$ cat config.mk
export PLATFORM = sky130hd
export DESIGN_NAME = alu_op_sequencer
export DESIGN_NICKNAME = d
export VERILOG_FILES = /design/src/rtl/alu_op_sequencer.sv
export SDC_FILE = /design/constraint.sdc
export NUM_CORES = 1
export LEC_CHECK = 0
export ABC_AREA = 1
export BUFFER_PORTS_ARGS = -buffer_cell sky130_fd_sc_hd__clkbuf_2
export CAP_MARGIN = 20
export CORE_MARGIN = 4
export CORE_UTILIZATION = 30
export DETAILED_ROUTE_END_ITERATION = 12
export PLACE_DENSITY = 0.51
export SYNTH_ARGS = -nofsm -noshare
export SYNTH_HDL_FRONTEND = slang
export SYNTH_SLANG_ARGS = --single-unit
$ cat constraint.sdc
create_clock -name clk -period 1.46 [get_ports clk]
set_clock_uncertainty 0.2 [all_clocks]
set_input_delay 0 -clock clk [delete_from_list [all_inputs] [get_ports clk]]
set_output_delay 0 -clock clk [all_outputs]
set_load 0.02 [all_outputs]
$ cat src/rtl/alu_op_sequencer.sv
// alu_op_sequencer: drives a WIDTH-bit ALU from a valid/ready command stream,
// holds operands for SETTLE_CYCLES, samples S and returns it on a valid/ready
// response stream. One command in flight at a time.
// Optional build macro ALU_SEQ_CHAIN_EN adds cmd_chain, which feeds the previous
// result back into operand A.
//
// state  | meaning
// -------+-----------------------------------------------------------
// IDLE   | waiting for a command; cmd_ready high
// SETTLE | ALU inputs held, settle counter running down to 1
// RESP   | result captured, rsp_valid high until consumer takes it
module alu_op_sequencer #(
  parameter int SETTLE_CYCLES = 2,
  parameter int WIDTH         = 4
) (
  input  logic             clk,
  input  logic             reset,
  input  logic             cmd_valid,
  output logic             cmd_ready,
  input  logic [2:0]       cmd_op,
  input  logic [WIDTH-1:0] cmd_a,
  input  logic [WIDTH-1:0] cmd_b,
`ifdef ALU_SEQ_CHAIN_EN
  input  logic             cmd_chain,
`endif
  output logic [WIDTH-1:0] alu_a,
  output logic [WIDTH-1:0] alu_b,
  output logic             alu_l,
  output logic             alu_m,
  output logic             alu_n,
  input  logic [WIDTH-1:0] alu_s,
  output logic             rsp_valid,
  input  logic             rsp_ready,
  output logic [WIDTH-1:0] rsp_data,
  output logic [2:0]       rsp_op,
  output logic             busy
);

  // The counter is 4 bits, so the settle window must fit in 1..15.
  generate
    if (SETTLE_CYCLES < 1 || SETTLE_CYCLES > 15) begin : gBadSettle
      $error("alu_op_sequencer: SETTLE_CYCLES must be in 1..15");
    end
  endgenerate

  localparam logic [3:0] CntLoad = 4'(SETTLE_CYCLES);

  typedef enum logic [1:0] {
    IDLE   = 2'd0,
    SETTLE = 2'd1,
    RESP   = 2'd2
  } seqState_t;

  seqState_t  state;
  seqState_t  stateNext;
  logic [3:0] settleCnt;
  logic       cmdAccept;
  logic       settleDone;
  logic [WIDTH-1:0] operandA;

`ifdef ALU_SEQ_CHAIN_EN
  logic [WIDTH-1:0] lastResult;
  assign operandA = cmd_chain ? lastResult : cmd_a;
`else
  assign operandA = cmd_a;
`endif

  assign cmdAccept  = cmd_valid && cmd_ready;
  // Leave SETTLE at count 1 so the counter never reaches 0 while settling.
  assign settleDone = (settleCnt == 4'd1);

  // State register.
  always_ff @(posedge clk) begin
    if (reset) state <= IDLE;
    else       state <= stateNext;
  end

  // Next-state decode.
  always_comb begin
    stateNext = state;
    unique case (state)
      IDLE:    if (cmdAccept) stateNext = SETTLE;
      SETTLE:  if (settleDone) stateNext = RESP;
      RESP:    if (rsp_valid && rsp_ready) stateNext = IDLE;
      default: stateNext = IDLE;
    endcase
  end

  // Handshake outputs decoded from state only (no path from rsp_ready).
  always_comb begin
    cmd_ready = (state == IDLE);
    busy      = (state != IDLE);
  end

  // Datapath: operand capture, settle timer, result capture and release.
  always_ff @(posedge clk) begin
    if (reset) begin
      settleCnt <= '0;
      alu_a     <= '0;
      alu_b     <= '0;
      alu_l     <= 1'b0;
      alu_m     <= 1'b0;
      alu_n     <= 1'b0;
      rsp_data  <= '0;
      rsp_op    <= '0;
      rsp_valid <= 1'b0;
`ifdef ALU_SEQ_CHAIN_EN
      lastResult <= '0;
`endif
    end else begin
      unique case (state)
        IDLE: begin
          if (cmdAccept) begin
            alu_a     <= operandA;
            alu_b     <= cmd_b;
            alu_l     <= cmd_op[2];
            alu_m     <= cmd_op[1];
            alu_n     <= cmd_op[0];
            rsp_op    <= cmd_op;
            settleCnt <= CntLoad;
          end
        end
        SETTLE: begin
          if (settleDone) begin
            settleCnt <= '0;
            rsp_data  <= alu_s;
            rsp_valid <= 1'b1;
`ifdef ALU_SEQ_CHAIN_EN
            lastResult <= alu_s;
`endif
          end else begin
            settleCnt <= settleCnt - 4'd1;
          end
        end
        RESP: begin
          if (rsp_valid && rsp_ready) rsp_valid <= 1'b0;
        end
        default: ;
      endcase
    end
  end

endmodule
# After elaboration in Yosys (flattened, before gate mapping)
# Index checks and enable logic that the tools add are counted.
# op_classes
n_addsub	1
n_eq_ne	6
n_mux	10
reduce_logical	11
# ops
op	count
two-way mux 4 bit	2
one-hot mux 4 bit (2 select lines)	1
two-way mux 2 bit	3
one-hot mux 2 bit (3 select lines)	1
AND reduction 2 bit	3
AND reduction 3 bit	2
nonzero test 2 bit	3
== test 4 x 1 -> 1 bit, second input constant	1
!= test 2 bit, second input constant	2
subtractor 4 x 1 -> 4 bit, second input constant	1
== test 2 x 1 -> 1 bit, second input constant	1
== test 2 bit, second input constant	1
logical AND 1 bit	2
zero test 2 bit	1
two-way mux 1 bit	2
!= test 2 x 1 -> 1 bit, second input constant	1
one-hot mux 1 bit (2 select lines)	1
# word_totals
ff_bits	25
inputBits	19
output_inout_bits	21
word_cells	38

# Logic depth before layout (Yosys ltp)
# Gate-level depths: netlist (run 1).
# depth
word_depth	4
mapped_depth	7
ltp_nobuf	7

# Worst setup path after synthesis (run 1)
# No wires, ideal clock.
# synth_path
path_kind	reg-to-reg
start	register state[1]
end	register alu_a[0]
setup_ns	0.116
t_arrival_ns	0.971
t_required_ns	1.144
slack_ns	0.173
stages_incl_launch_ff	6
n_path_buf	1
period_less_slack_ns	1.287
path_cell_list	dfxtp_1 nor2_4 nand2_4 buf_6 o21ai_0 nor2_1
# synth_between
elab_chain_cells	3
# synth_rtl
item	line	rtl
start: declaration	54	seqState_t state;
start signal: assignment	75	else state <= stateNext;
zero test 2 bit *	91	cmd_ready = (state == IDLE);
named net cmd_ready	19	output logic cmd_ready,
logical AND 1 bit	68	assign cmdAccept = cmd_valid && cmd_ready;
AND reduction 2 bit (no source line) *	-	
end signal: assignment	114	alu_a <= operandA;
end: declaration	26	output logic [WIDTH-1:0] alu_a,
# The timed path passes the listed nets; every way through them passes the cells marked *.
# A chain may end at the register's enable or synchronous reset.

# Worst setup path in the final report (run 1)
# layout_path
start	register settleCnt[1]
end	register settleCnt[2]
# layout_between
elab_chain_cells	3
elab_cells_between_ends	4
cone_classes	1 x add/sub; 1 x eq/ne; 2 x mux
# layout_rtl
item	line	rtl
start: declaration	56	logic [3:0] settleCnt;
start signal: assignment	120	settleCnt <= CntLoad;
start signal: assignment	132	settleCnt <= settleCnt - 4'd1;
subtractor 4 x 1 -> 4 bit or == test 4 x 1 -> 1 bit (tied branches)	132, 70	
two-way mux 4 bit *	124	if (settleDone) begin
one-hot mux 4 bit (2 select lines) *	111	unique case (state)
# Mark *: on every way between the ends. The rest lies on a longest branch, timed or not.

==> results of run 1 <==
Yosys cell counts:
cell / number / area share
nor2_1: 35 / 0.15
dfxtp_1: 22 / 0.49
nand2_1: 11 / 0.046
o21ai_0: 11 / 0.061
a21oi_1: 7 / 0.039
o21ai_1: 6 / 0.033
buf_4: 4 / 0.033
inv_2: 4 / 0.017
nand3_1: 4 / 0.022
inv_1: 3 / 0.012
ha_1: 2 / 0.028
nor2_2: 2 / 0.014
buf_6: 1 / 0.012
clkbuf_1: 1 / 0.0042
nand2_4: 1 / 0.012
nand3_2: 1 / 0.011
nor2_4: 1 / 0.012
o21a_1: 1 / 0.0083
per-layer routing:
layer / vias to the layer above / part of all wire / wire length (µm) / track usage
met3: 4 / 0.067 / 153 / 0.0378
met1: 397 / 0.42 / 972 / 0.129
met4: 0 / 0.013 / 30 / 0.0496
li1: 486 / - / - / -
met2: 25 / 0.50 / 1140 / 0.220
met5: - / 0 / 0 / 0
final timing paths:
| kind | startpoint | endpoint | slack, ns |
|---|---|---|---|
| max | settleCnt[1] | settleCnt[2] | 0.10 |
| min | reset | state[1] | 0.24 |
| max reg2reg | settleCnt[1] | settleCnt[2] | 0.10 |
| min reg2reg | alu_a[0] | alu_a[0] | 0.30 |
flip-flops by register name, indices dropped and copies added (netlist names):
register	flops
rsp_data	4
settleCnt	4
rsp_op	2
rsp_valid	1
alu_l	1
alu_a	4
state	2
alu_b	4
tightest hold or removal path: cells and delay by family:
family / cells / cell delay, ns
compound gates: 1 / 0.05
buf+inv: 2 / 0.67
cell type report:
type                       instances  area (µm²)  area share
inverter                           7        28.8      0.0219
tap                               31        38.8      0.0295
sequential                        22         442       0.336
multi-input combinational         82         395       0.300
clock buffer                       4        36.3      0.0276
timing repair buffer              57         375       0.285
power by group through the flow:
stage | sequential [mW] | combinational (mW) | clock, mW
floorplan | 0.737 | 0.181 | 0
global placement | 0.696 | 0.306 | 0
detailed placement | 0.698 | 0.309 | 0
CTS | 0.684 | 0.348 | 0.345
global route | 0.692 | 0.388 | 0.365
finish | 0.684 | 0.347 | 0.328
stage by stage:
stage | hold slack, ns | std cells
2_1_floorplan | -0.131 | 117
3_3_place_gp | 0.0374 | 181
3_5_place_dp | 0.0287 | 181
4_1_cts | 0.238 | 203
5_1_grt | 0.262 | 203
6_report | 0.244 | 203
cells by family after synthesis:
group	synth area share
buf+inv	0.0790
fa+ha+maj	0.0277
compound gates	0.141
simple gates	0.264
flops	0.488
what timing repair did:
action,4_1_cts,5_1_grt
gates resized for setup,0,3
endpoints found under the hold margin,22,0
endpoints found under the setup margin,0,3
hold buffers,18,0
==> flow_summary.json, run 1 <==
{
  "layout_commonest_cell": "clkbuf_2",
  "track_usage": 0.121,
  "cp_data_arrival_time_ns": 1.37,
  "cts_sinks": 22,
  "place.gp.congestion": 0.776,
  "synth_cells": 117,
  "grt_max_degree": 19,
  "clk_latency_ns": 0.30,
  "clkTransAtPathRegs_ns": 0.12,
  "ctsRootBufferMaster": "clkbuf_4",
  "required_ns": 1.47,
  "grt_pass1_vias": 896,
  "fp.coreArea_um2": 2810,
  "cp_num_buf_inv": 1,
  "cts_inserted_buffers": 3,
  "cts_buffer_depth": 2,
  "seq_area_frac_synth": 0.488,
  "finalCritPeriodShare": 0.931,
  "drcViolationCount": 0,
  "peakVddDrop_mv": 0.402,
  "synth-seq-cells": 22,
  "leakage_nw": 0.620,
  "rsz0062_at_grt": "false",
  "path_cells": "inv_1 > ha_1 > nand2_1 > nor2_4 > nor2_1 > nand2_1 > nor2_1",
  "grt_pass1_wl_um": 3910,
  "hold_depth": 3,
  "dieHeight_um": 62.8,
  "power.switching_mw": 0.417,
  "synth_cell_type_count": 18,
  "report.final.slew_viol_count": 0,
  "drive_above_1_share": 0.308,
  "die_w_um": 62.8,
  "htree_levels": 1,
  "portBuffers": 39,
  "netSwitchingFraction": 0.306,
  "placed_area_um2": 1090,
  "wl_per_cell_um": 11.3,
  "critPathLaunchType": "flop",
  "max_cap_violations": 0,
  "n_antenna_cell": 0,
  "layout_setup_ws_ns": 0.101,
  "start_util": 0.322,
  "area_growth_pct": 45.9,
  "crit_slowest_cell": "dfxtp_1",
  "slowest_delay_ns": 0.32,
  "outcome": "completed",
  "vias": 912,
  "combPwrFrac": 0.255,
  "final_cell_mix": "clkbuf_2 (39), nor2_1 (35), dfxtp_1 (21), dlygate4sd3_1 (18)",
  "p_int_mw": 0.943,
  "ant_nets": 0,
  "p_per_area_nw_per_um2": 1030,
  "utilization": 0.469,
  "clkPwrFrac": 0.242,
  "end_kind": "flop",
  "fillers": 283,
  "r2r_cells": 7,
  "num_rows": 19,
  "hpwl_um": 1630,
  "viasPerCell": 4.49,
  "ys.warnings.count": 0,
  "critPathKind": "flop to flop",
  "cp_top_family": "simple AND/OR/NAND/NOR gates",
  "finalPower_mw": 1.36,
  "syn_avg_cell_area_um2": 7.71,
  "syn_area_um2": 902,
  "num-nets-final": 194,
  "setup_viol": 0,
  "synth.net_count": 138,
  "wl_um": 2290,
  "post_cts.repair.setup_buffers": 0,
  "firstDrtPassIters": 4,
  "timing.setup.tns_ns": 0,
  "io_pins": 40,
  "max-slew-margin-rel": 0.829,
  "max_freq_ghz": 0.736,
  "layout_min_cycle_time_ns": 1.36,
  "cts_tree": "built",
  "final_area_um2": 1320,
  "antenna_found_initial": 0,
  "max_slew.worst_pin.slew_ns": 0.253,
  "power_frac_seq": 0.503,
  "pre_cts_ws_ns": 0.0759,
  "dieArea_um2": 3950,
  "overflow": 0,
  "finalHoldViolations": 0,
  "critPathMaxFanout": 5,
  "cp.depth": 7,
  "drtIter0Drc": 32,
  "min_path_type": "input pin to flop"
}
(Power assumes the default switching activity.)
==> inputs of run 2 (changes only) <==
--- a/config.mk
+++ b/config.mk
@@ -8,10 +8,12 @@
 export ABC_AREA = 1
 export BUFFER_PORTS_ARGS = -buffer_cell sky130_fd_sc_hd__clkbuf_2
 export CAP_MARGIN = 20
+export CELL_PAD_IN_SITES_DETAIL_PLACEMENT = 0
+export CELL_PAD_IN_SITES_GLOBAL_PLACEMENT = 1
 export CORE_MARGIN = 4
-export CORE_UTILIZATION = 30
+export CORE_UTILIZATION = 31
 export DETAILED_ROUTE_END_ITERATION = 12
-export PLACE_DENSITY = 0.51
+export PLACE_DENSITY = 0.72
 export SYNTH_ARGS = -nofsm -noshare
 export SYNTH_HDL_FRONTEND = slang
 export SYNTH_SLANG_ARGS = --single-unit
==> flow_summary.json, run 2 (synthesized netlist as in run 1, its figures left out) <==
{
  "cts_inserted_buffers": 3,
  "power.switching_mw": 0.428,
  "cts_sinks": 22,
  "critPathLaunchType": "flop",
  "fp.coreArea_um2": 2760,
  "antenna_found_initial": 0,
  "die_w_um": 61.9,
  "viasPerCell": 4.36,
  "final_cell_mix": "clkbuf_2 (39), nor2_1 (35), dfxtp_1 (21), dlygate4sd3_1 (18)",
  "pre_cts_ws_ns": 0.0755,
  "leakage_nw": 0.617,
  "critPathMaxFanout": 6,
  "drcViolationCount": 0,
  "max_slew.worst_pin.slew_ns": 0.270,
  "min_path_type": "input pin to flop",
  "ctsRootBufferMaster": "clkbuf_4",
  "cp_num_buf_inv": 1,
  "clk_latency_ns": 0.31,
  "drive_above_1_share": 0.320,
  "power_frac_seq": 0.499,
  "rsz0062_at_grt": "false",
  "cp_top_family": "flip-flops",
  "finalHoldViolations": 0,
  "utilization": 0.477,
  "start_util": 0.327,
  "placed_area_um2": 1090,
  "track_usage": 0.121,
  "area_growth_pct": 45.9,
  "num_rows": 19,
  "max_freq_ghz": 0.744,
  "wl_per_cell_um": 10.8,
  "cp_data_arrival_time_ns": 1.36,
  "cts_tree": "built",
  "n_antenna_cell": 0,
  "seqCellArea_um2": 442,
  "dieHeight_um": 61.9,
  "crit_slowest_cell": "dfxtp_1",
  "io_pins": 40,
  "finalCritPeriodShare": 0.921,
  "outcome": "completed",
  "firstDrtPassIters": 4,
  "slowest_delay_ns": 0.47,
  "fillers": 277,
  "grt_max_degree": 19,
  "critPathKind": "flop to flop",
  "grt_pass1_wl_um": 3400,
  "cts_buffer_depth": 2,
  "layout_min_cycle_time_ns": 1.34,
  "clkTransAtPathRegs_ns": 0.13,
  "htree_levels": 1,
  "end_kind": "flop",
  "ant_nets": 0,
  "place.gp.congestion": 0.659,
  "required_ns": 1.48,
  "finalPower_mw": 1.37,
  "netSwitchingFraction": 0.312,
  "layout_setup_ws_ns": 0.116,
  "combPwrFrac": 0.251,
  "path_cells": "inv_2 > nor2_2 > nand3_2 > o21ai_1 > nor2_1",
  "clkPwrFrac": 0.250,
  "portBuffers": 39,
  "num-nets-final": 194,
  "final_area_um2": 1320,
  "setup_viol": 0,
  "p_int_mw": 0.944,
  "timing.setup.tns_ns": 0,
  "p_per_area_nw_per_um2": 1040,
  "overflow": 0,
  "grt_pass1_vias": 801,
  "hpwl_um": 1500,
  "max_cap_violations": 0,
  "layout_commonest_cell": "clkbuf_2",
  "multi_input_area_um2": 398,
  "peakVddDrop_mv": 0.488,
  "rrSetupSlack_ns": 0.12,
  "drtIter0Drc": 24,
  "report.final.slew_viol_count": 0,
  "dieArea_um2": 3840,
  "post_cts.repair.setup_buffers": 0,
  "wl_um": 2190,
  "vias": 885,
  "max-slew-margin-rel": 0.820
}
==> run 2: cell counts in the layout (fill, tap and decap cells not counted) <==
No cell type changed its count.
==> run 2: area by class of cell <==
class / count / share of cell area
tap: 31 / 0.0295
timing repair buffer: 57 / 0.285
multi-input combinational: 82 / 0.302
inverter: 7 / 0.0200
clock buffer: 4 / 0.0276
sequential: 22 / 0.336
==> run 2: routing by layer <==
layer,part of all wire,global-route usage,up-vias
met5,0,0,-
met4,0.015,0.0545,0
met3,0.052,0.0248,4
met2,0.49,0.219,21
met1,0.45,0.134,374
li1,-,-,486
==> run 2: metrics by stage <==
step	instances	hold WS, ns
3_5_place_dp	181	0.0276
2_1_floorplan	117	-0.131
3_3_place_gp	181	0.0331
5_1_grt	203	0.251
6_report	203	0.235
4_1_cts	203	0.234
==> run 2: worst paths after layout <==
path | start | to | cells after the start
setup / recovery | state[0] | rsp_data[0] | 5
hold / removal | reset | state[1] | 3
setup reg to reg | state[0] | rsp_data[0] | 5
hold reg to reg | alu_a[0] | alu_a[0] | 2
==> run 2: repair_timing <==
item                       4_1_cts  5_1_grt
setup endpoints to repair        0        5
resized for setup                0        4
hold endpoints to repair        22        0
hold buffers                    18        0
==> run 2: power groups by stage <==
stage / sequential, mW / clock [mW] / combinational [mW]
3_3_place_gp: 0.696 / 0 / 0.304
3_5_place_dp: 0.698 / 0 / 0.306
4_1_cts: 0.684 / 0.356 / 0.344
5_1_grt: 0.692 / 0.377 / 0.387
2_1_floorplan: 0.737 / 0 / 0.181
6_report: 0.684 / 0.343 / 0.344
==> run 2: worst register-to-register path, stage by stage (launching register included) <==
cell and delay [ns]:
dfxtp_1 0.47, inv_2 0.08, nor2_2 0.15, nand3_2 0.15, o21ai_1 0.15, nor2_1 0.05
